$ cat config.mk
export PLATFORM = sky130hd
export DESIGN_NAME = view_switch_controller
export DESIGN_NICKNAME = d
export VERILOG_FILES = /design/src/rtl/view_ctrl_pkg.sv /design/src/rtl/frame_tick_gen.sv /design/src/rtl/view_switch_controller.sv
export SDC_FILE = /design/constraint.sdc
export NUM_CORES = 1
export LEC_CHECK = 0
export ABC_AREA = 1
export BUFFER_PORTS_ARGS = -buffer_cell sky130_fd_sc_hd__buf_2
export CAP_MARGIN = 20
export CORE_MARGIN = 2
export CORE_UTILIZATION = 40
export DETAILED_ROUTE_END_ITERATION = 8
export GPL_TIMING_DRIVEN = 0
export SYNTH_ARGS = -nofsm -noshare
export SYNTH_HDL_FRONTEND = slang
export SYNTH_SLANG_ARGS = --single-unit
$ cat constraint.sdc
create_clock -name vga_clk -period 3.3 [get_ports vga_clk]
set_clock_uncertainty 0.05 [all_clocks]
set_input_delay 0.66 -clock vga_clk [delete_from_list [all_inputs] [get_ports vga_clk]]
set_output_delay 0.66 -clock vga_clk [all_outputs]
set_load 0.005 [all_outputs]
$ cat src/rtl/view_ctrl_pkg.sv
// Shared types and helpers for the background view sequencer.
package view_ctrl_pkg;

   typedef enum logic [2:0] {OFFICE, OPEN, VIEW, SWITCH, PWR} state_t;

   localparam int OFFICE_VIEW = 0;

   // Circular step through camera indices 0..num_cams-1.
   function automatic int wrap_step(input int cam, input int num_cams, input bit fwd);
      if (fwd) return (cam == num_cams - 1) ? 0 : cam + 1;
      else     return (cam == 0) ? num_cams - 1 : cam - 1;
   endfunction

endpackage

$ cat src/rtl/frame_tick_gen.sv
// Detects the first pixel of vertical blank and emits a registered one-cycle frame strobe.
module frame_tick_gen #(
   parameter int V_ACTIVE = 480
)(
   input  logic       vga_clk,
   input  logic       Reset,
   input  logic [9:0] DrawX,
   input  logic [9:0] DrawY,
   output logic       tick_now,
   output logic       frame_tick
);

   assign tick_now = (DrawX == 10'd0) && (DrawY == 10'(V_ACTIVE));

   always_ff @(posedge vga_clk) begin
      if (Reset) frame_tick <= 1'b0;
      else       frame_tick <= tick_now;
   end

endmodule

$ cat src/rtl/view_switch_controller.sv
// Scene sequencer: latches keyboard requests and applies view changes only at vblank start.
module view_switch_controller
   import view_ctrl_pkg::*;
#(
   parameter int NUM_CAMS      = 6,
   parameter int STATIC_FRAMES = 8,
   parameter int H_ACTIVE      = 640,
   parameter int V_ACTIVE      = 480
)(
   input  logic                             vga_clk,
   input  logic                             Reset,
   input  logic [9:0]                       DrawX,
   input  logic [9:0]                       DrawY,
   input  logic                             blank,
   input  logic                             cam_toggle,
   input  logic                             cam_next,
   input  logic                             cam_prev,
   input  logic                             sel_valid,
   input  logic [$clog2(NUM_CAMS)-1:0]      sel_cam,
   input  logic                             power_out,
   output logic [$clog2(NUM_CAMS+1)-1:0]    view_id,
   output logic                             static_en,
   output logic [$clog2(STATIC_FRAMES+1)-1:0] static_cnt,
   output logic                             dark,
   output logic                             busy,
   output logic                             frame_tick
);

   localparam int CW = $clog2(NUM_CAMS);
   localparam int VW = $clog2(NUM_CAMS + 1);
   localparam int SW = $clog2(STATIC_FRAMES + 1);

   state_t        state_reg;
   logic [CW-1:0] cur_cam_reg, pend_tgt_reg, nav_base, cam_fwd, cam_back;
   logic          pend_toggle_reg, pend_nav_reg;
   logic          tick_now, sel_ok, power_cut, nav_dropped;
   logic          unused_inputs;

   // The vblank strobe comes from raster position alone; blank and line width are not needed.
   assign unused_inputs = blank & (DrawX < 10'(H_ACTIVE));

   frame_tick_gen #(.V_ACTIVE(V_ACTIVE)) u_tick (
      .vga_clk    (vga_clk),
      .Reset      (Reset),
      .DrawX      (DrawX),
      .DrawY      (DrawY),
      .tick_now   (tick_now),
      .frame_tick (frame_tick)
   );

   // A nav dropped on this tick must not seed a fresh next/prev from its stale target.
   assign nav_dropped = tick_now && ((state_reg == OFFICE) || (state_reg == VIEW && pend_toggle_reg));
   assign nav_base    = (pend_nav_reg && !nav_dropped) ? pend_tgt_reg : cur_cam_reg;
   assign cam_fwd     = CW'(wrap_step(int'(nav_base), NUM_CAMS, 1'b1));
   assign cam_back    = CW'(wrap_step(int'(nav_base), NUM_CAMS, 1'b0));
   assign sel_ok      = sel_valid && (int'(sel_cam) < NUM_CAMS);
   assign power_cut   = tick_now && power_out && (state_reg != PWR);

   always_ff @(posedge vga_clk) begin
      if (Reset) begin
         state_reg       <= OFFICE;
         cur_cam_reg     <= '0;
         pend_tgt_reg    <= '0;
         pend_toggle_reg <= 1'b0;
         pend_nav_reg    <= 1'b0;
         view_id         <= VW'(OFFICE_VIEW);
         static_en       <= 1'b0;
         static_cnt      <= '0;
         dark            <= 1'b0;
         busy            <= 1'b0;
      end else begin
         if (power_cut) begin
            state_reg  <= PWR;
            dark       <= 1'b1;
            view_id    <= VW'(OFFICE_VIEW);
            static_en  <= 1'b0;
            static_cnt <= '0;
            busy       <= 1'b0;
         end else if (tick_now) begin
            case (state_reg)
               OFFICE: begin
                  if (pend_toggle_reg) begin
                     state_reg  <= OPEN;
                     view_id    <= VW'(cur_cam_reg) + VW'(1);
                     static_cnt <= SW'(STATIC_FRAMES);
                     static_en  <= 1'b1;
                     busy       <= 1'b1;
                  end
                  pend_toggle_reg <= 1'b0;
                  pend_nav_reg    <= 1'b0;
               end
               OPEN, SWITCH: begin
                  static_cnt <= static_cnt - SW'(1);
                  if (static_cnt == SW'(1)) begin
                     state_reg <= VIEW;
                     static_en <= 1'b0;
                     busy      <= 1'b0;
                  end
               end
               VIEW: begin
                  if (pend_toggle_reg) begin
                     state_reg <= OFFICE;
                     view_id   <= VW'(OFFICE_VIEW);
                  end else if (pend_nav_reg && pend_tgt_reg != cur_cam_reg) begin
                     state_reg   <= SWITCH;
                     cur_cam_reg <= pend_tgt_reg;
                     view_id     <= VW'(pend_tgt_reg) + VW'(1);
                     static_cnt  <= SW'(STATIC_FRAMES);
                     static_en   <= 1'b1;
                     busy        <= 1'b1;
                  end
                  pend_toggle_reg <= 1'b0;
                  pend_nav_reg    <= 1'b0;
               end
               PWR: begin
                  if (!power_out) begin
                     state_reg <= OFFICE;
                     dark      <= 1'b0;
                  end
               end
               default: state_reg <= OFFICE;
            endcase
         end

         // Capture comes after consumption so a pulse on the tick edge survives to the next frame.
         if (state_reg == PWR || power_cut) begin
            pend_toggle_reg <= 1'b0;
            pend_nav_reg    <= 1'b0;
            pend_tgt_reg    <= '0;
         end else begin
            if (cam_toggle) pend_toggle_reg <= 1'b1;
            if (sel_ok) begin
               pend_nav_reg <= 1'b1;
               pend_tgt_reg <= sel_cam;
            end else if (cam_next) begin
               pend_nav_reg <= 1'b1;
               pend_tgt_reg <= cam_fwd;
            end else if (cam_prev) begin
               pend_nav_reg <= 1'b1;
               pend_tgt_reg <= cam_back;
            end
         end
      end
   end

endmodule

Yosys cells after proc, flatten, opt, wreduce, memory -nomap -nowiden:

Index checks and enable logic that the tools add are counted.

* add/subtract/negate cells: 5
* $lt $le $gt $ge: 1
* bitwise gates (word level): 2
* eq/ne operators: 22
* mux-type cells: 38
* reductions and logical operators: 36

Operator list (count)
* 3-bit 2-to-1 mux: 16
* 5-bit AND reduction: 4
* 1-bit 2-to-1 mux: 15
* 4-bit 2-to-1 mux: 3
* 3-bit != test, second input constant: 4
* 3-bit one-hot mux with 4 select lines: 1
* 4-bit one-hot mux with 3 select lines: 1
* 10-bit by 9-bit == test with 1-bit output, second input constant: 1
* 10-bit zero test: 1
* 2-bit != test, second input constant: 5
* 2-bit nonzero test: 5
* 3-bit by 1-bit adder with 3-bit output, second input constant: 3
* 3-bit AND reduction: 3
* 1-bit logical AND: 8
* 4-bit nonzero test: 2
* 2-bit OR reduction: 4
* 3-bit by 2-bit == test with 1-bit output, second input constant: 2
* 3-bit == test, second input constant: 2
* 3-bit zero test: 2
* 3-bit one-hot mux with 2 select lines: 1
* 6-bit AND reduction: 1
* 3-bit nonzero test: 2
* 4-bit by 1-bit == test with 1-bit output, second input constant: 1
* 2-bit by 1-bit != test with 1-bit output, second input constant: 2
* other kinds (13): 15

* input bits: 31
* output and inout bits: 11
* register bits: 21
* logic and storage cells: 115

Depth between registers and ports, before layout:

* depth in word-level cells: 12
* mapped depth: 15
* gate-level depth less buffers: 15

Cells and area by module:

From an unflattened synthesis, not the netlist that was laid out.

* cells, all modules: 209
* area, all modules: 1358.8 um^2

By module, submodules not included
* view_switch_controller: instances 1, area an instance 1238.7 um^2, seq. area each 400.4 um^2, cells an instance 185
* frame_tick_gen: instances 1, area an instance 120.1 um^2, seq. area each 20.0 um^2, cells an instance 24

Least setup slack after synthesis:

OpenSTA, ideal clock, no wires.

* path type: in2reg
* start point: input port DrawX[5]
* end point: register pend_tgt_reg[2]
* arrival: 1.758 ns
* data required time: 3.141 ns
* setup slack: 1.383 ns
* buffers on the path: 0
* cell stages on the path: 13
* setup time: 0.109 ns
* path through: or2_0 nor2_4 nand4_4 nand2_4 nand2_1 nand2_2 nand2_1 nand2_1 nand2_1 nand2_1 nand3_1 nand2_1 inv_1

* cells in the longest elaborated chain, start to end: 11
* elaborated cells between the ends (all ways): 19
* classes of those cells: add/sub: 2; eq/ne: 1; mux: 6; reduce/logical: 10

Ends and longest elaborated chain
* start: declaration: RTL line view_switch_controller.sv:12 `input logic [9:0] DrawX,`
* 10-bit zero test *: RTL line frame_tick_gen.sv:13 `assign tick_now = (DrawX == 10'd0) && (DrawY == 10'(V_ACTIVE));`
* 1-bit logical AND *: RTL line frame_tick_gen.sv:13
* 1-bit logical AND: RTL line view_switch_controller.sv:52 `assign nav_dropped = tick_now && ((state_reg == OFFICE) || (state_reg == VIEW && pend_toggle_reg));`
* 1-bit zero test: RTL line view_switch_controller.sv:53 `assign nav_base = (pend_nav_reg && !nav_dropped) ? pend_tgt_reg : cur_cam_reg;`
* 1-bit logical AND: RTL line view_switch_controller.sv:53
* 3-bit 2-to-1 mux: RTL line view_switch_controller.sv:53
* 3-bit by 1-bit subtractor with 3-bit output or 3-bit zero test (tied branches): RTL line view_ctrl_pkg.sv:11 `else return (cam == 0) ? num_cams - 1 : cam - 1;`
* 3-bit 2-to-1 mux: RTL line view_ctrl_pkg.sv:11
* 3-bit 2-to-1 mux: RTL line view_switch_controller.sv:138 `end else if (cam_prev) begin`
* 3-bit 2-to-1 mux: RTL line view_switch_controller.sv:135 `end else if (cam_next) begin`
* 3-bit 2-to-1 mux: RTL line view_switch_controller.sv:132 `if (sel_ok) begin`
* end signal: assignment: RTL line view_switch_controller.sv:134 `pend_tgt_reg <= sel_cam;`
* end signal: assignment: RTL line view_switch_controller.sv:137 `pend_tgt_reg <= cam_fwd;`
* end signal: assignment: RTL line view_switch_controller.sv:140 `pend_tgt_reg <= cam_back;`
* end: declaration: RTL line view_switch_controller.sv:34 `logic [CW-1:0] cur_cam_reg, pend_tgt_reg, nav_base, cam_fwd, cam_back;`

Every way passes the cells marked *; elsewhere a longest branch is shown, timed or not. The select of a mux whose other input is x is not followed.
A chain may end at the register's enable or synchronous reset.

Final worst setup path:

* start point: input port DrawX[5]
* end point: register cur_cam_reg[0]

* cells in the longest elaborated chain, start to end: 6

Ends and longest elaborated chain
* 10-bit zero test *: RTL line frame_tick_gen.sv:13
* 1-bit logical AND *: RTL line frame_tick_gen.sv:13
* 1-bit logical AND (2 in series): RTL line view_switch_controller.sv:57 `assign power_cut = tick_now && power_out && (state_reg != PWR);`
* 1-bit inverter (no line)
* 5-bit AND reduction (no line) *
* end signal: assignment: RTL line view_switch_controller.sv:106 `cur_cam_reg <= pend_tgt_reg;`
* end: declaration: RTL line view_switch_controller.sv:34

Every way passes the cells marked *; elsewhere a longest branch is shown, timed or not.

==> impl_summary.txt <==
----------------------------------------------------
[Outcome]
  Outcome ... finished clean

[Global routing]
  Pin count of the biggest net entering global routing ... 13
  Number of antenna violations at the first check in global routing ... 0
  Wire length of the first global-routing pass ... 6134 um
  Number of global-route vias before repair ... 1488
  GRT Overall Usage ... 17.69%
  Global-route congestion overflow total ... 0

[Clock network]
  CTS tree ... done
  Number of gates resized after CTS ... 0
  Clock-pin transition on the worst setup and hold timing paths ... 0.09 ns
  Number of buffers inserted for hold repair after clock tree synthesis ... 0
  # Post-CTS Setup Buffers ... 0
  Clock latency on the worst-skew pair ... 0.27 ns
  # clock sinks ... 21
  Cell at the root of the clock tree ... sky130_fd_sc_hd__clkbuf_8
  H-tree Lvls ... 1
  Number of buffers created by CTS ... 3
  Bufs on Longest Clock Path ... 2

[Floorplanning]
  Vertical die dimension ... 66.16 um
  Placement row count ... 22
  Top-level I/O count ... 42
  Die Span X ... 66.16 um
  Core Box Area ... 3689 sq um
  Effective utilization at floorplan ... 41.89%
  Full die area ... 4376 sq um

[Setup path]
  Worst-path fanout max ... 6
  Startpoint-to-endpoint class of the critical path ... primary input to register
  Req. time, crit path ... 3.41 ns
  Critical-path top delay cell ... sky130_fd_sc_hd__or2_0
  List of cells traversed by the critical path ... buf_2, or2_0, nor2_4, nand3_2, nor2_2, nand2_2, nand4_1, inv_2, o21ai_0, a21oi_1
  Crit. End Element ... register
  Setup crit start kind ... primary input
  Crit path largest cell delay ... 0.25 ns
  Arrival @ worst endpoint ... 1.99 ns

[Routing]
  Avg WL per Cell ... 10.37 um
  Routed via count ... 1566
  ANT nets after route ... 0
  Final WL ... 3391 um
  Iteration-0 DRC Markers ... 53
  Number of design rule violations left after detail routing ... 0
  Ratio of routed vias to standard cells ... 4.789
  Detailed-routing iteration count for the pre-antenna-repair pass ... 4

[Cells and area]
  Commonest non-fill, non-tap cells in the layout ... sky130_fd_sc_hd__nand2_1 (49), sky130_fd_sc_hd__buf_2 (41), sky130_fd_sc_hd__inv_1 (35)
  Most common cell after layout, fill and taps aside ... sky130_fd_sc_hd__nand2_1
  Register with the most flip-flops ... static_cnt
  Antenna Cells ... 0
  Synthesis-to-layout area growth ... 19.84%
  Fraction of final layout cells sized beyond drive strength 1 ... 29.03%
  Final net count ... 315
  Number of flip-flops in the largest register ... 4

[Place]
  Number of buffer cells added on primary ports ... 40
  Half-perimeter wire length after placement ... 2751 um
  Minimum setup slack after placement ... 1.131 ns
  Gpl congestion ... 0.8473

[STA]
  Worst slew slack as a fraction of its limit ... 80.17%
  Transition time of the tightest slew-check pin ... 0.2958 ns
  Worst path setup slack after routing ... 1.417 ns
  Period Utilization, post-route ... 57.07%
  Peak clock frequency supported by timing ... 531.0 MHz
  Final Hold Vio Count ... 0
  Min Tclk post-route ... 1.883 ns
  RSZ-0062 raised after global routing ... false
  Setup TNS ... 0 ns
  Number of setup violations in the final report ... 0
  Number of max-slew violations in the final report ... 0

[Power and ir drop]
  Power Dens Cells ... 285.7 nW/um^2
  VDD IR max ... 168.0 uV
  Total power draw ... 0.5290 mW
  Reported leakage power ... 0.9402 nW

[Yosys]
  Average instance area after synthesis ... 6.575 sq um
  Synthesized instance count ... 235
  Area of the mapped netlist ... 1545 sq um
  Post-synthesis register bit count ... 21
  Number of warning messages in the yosys log ... 0
  Post-synthesis sequential area ratio ... 27.21%
  Synth unique cells ... 34
  Mapped Nets ... 270

[Job]
  Max capacitance violation total ... 0

[Min path]
  Kind of path behind the tightest hold check ... register to register

----------------------------------------------------
area by class of cell:
cell class | count | area [sq um]
Tap cell | 48 | 60.06
Inverter | 43 | 163.9
Sequential cell | 21 | 420.4
Timing Repair Buffer | 40 | 200.2
Buffer | 2 | 12.51
Clock inverter | 1 | 5.005
Clock buffer | 3 | 41.29
Fill cell | 411 | 1837
Multi-Input combinational cell | 169 | 948.4
final timing paths:
kind                             start  slack [ns]  cells after the start                           to
max                           DrawX[5]        1.42                     10  cur_cam_reg[0]$_SDFFE_PP0P_
min                  dark$_SDFFE_PP0P_        0.42                      2            dark$_SDFFE_PP0P_
max reg2reg  state_reg[0]$_SDFFE_PP0P_        1.61                     11   static_cnt[2]$_SDFFE_PP0P_
min reg2reg          dark$_SDFFE_PP0P_        0.42                      2            dark$_SDFFE_PP0P_
worst max-delay path, delay by kind of cell:
kind | cells | cell delay [ns]
buffers and inverters | 2 | 0.16
AND/OR/NAND/NOR | 6 | 0.97
AO/OA/AOI/OAI | 2 | 0.19
power by group:
| part | switching [mW] | internal, mW |
|---|---|---|
| logic | 0.0496 | 0.0379 |
| registers | 0.00725 | 0.258 |
| clock network | 0.0917 | 0.0844 |
cells in the mapped netlist, drive strengths merged:
| library cell | number | share of area [%] |
|---|---|---|
| nand4 | 3 | 2.2 |
| ha | 4 | 3.2 |
| o31ai | 2 | 0.97 |
| dfxtp | 21 | 27 |
| o211ai | 1 | 0.81 |
| o21ai | 14 | 5.5 |
| xnor2 | 5 | 2.8 |
| buf | 2 | 0.81 |
| nor3b | 1 | 0.81 |
| nand3 | 22 | 7.4 |
| or2 | 1 | 0.41 |
| nor3 | 6 | 2.6 |
| a31oi | 3 | 1.2 |
| nor4b | 1 | 0.57 |
| a211oi | 1 | 0.81 |
| nand2 | 60 | 17 |
| nor2 | 30 | 10 |
| a21oi | 13 | 4.2 |
| inv | 43 | 11 |
| o22ai | 2 | 0.81 |
kinds of logic after synthesis:
group | synth area share [%]
simple gates | 40.97
buf+inv | 11.42
compound gates | 14.33
flops | 27.21
xor+xnor | 2.834
fa+ha+maj | 3.239
stage by stage:
| stage | area [sq um] | hold slack, ns | utilization (%) | cells |
|---|---|---|---|---|
| after global placement | 1805 | 0.4024 | 48.95 | 323 |
| after CTS | 1852 | 0.4189 | 50.20 | 327 |
| final | 1852 | 0.4212 | 50.20 | 327 |
| after global routing | 1852 | 0.4524 | 50.20 | 327 |
| after floorplan | 1545 | 0.4042 | - | 235 |
| after detailed placement | 1805 | 0.4057 | 48.95 | 323 |
per-layer routing:
layer,routed length [um],GRT usage (%)
met5,0,0
met1,1631,21.68
met2,1633,31.25
met4,23,3.827
met3,103,4.089
(Power assumes the default switching activity.)
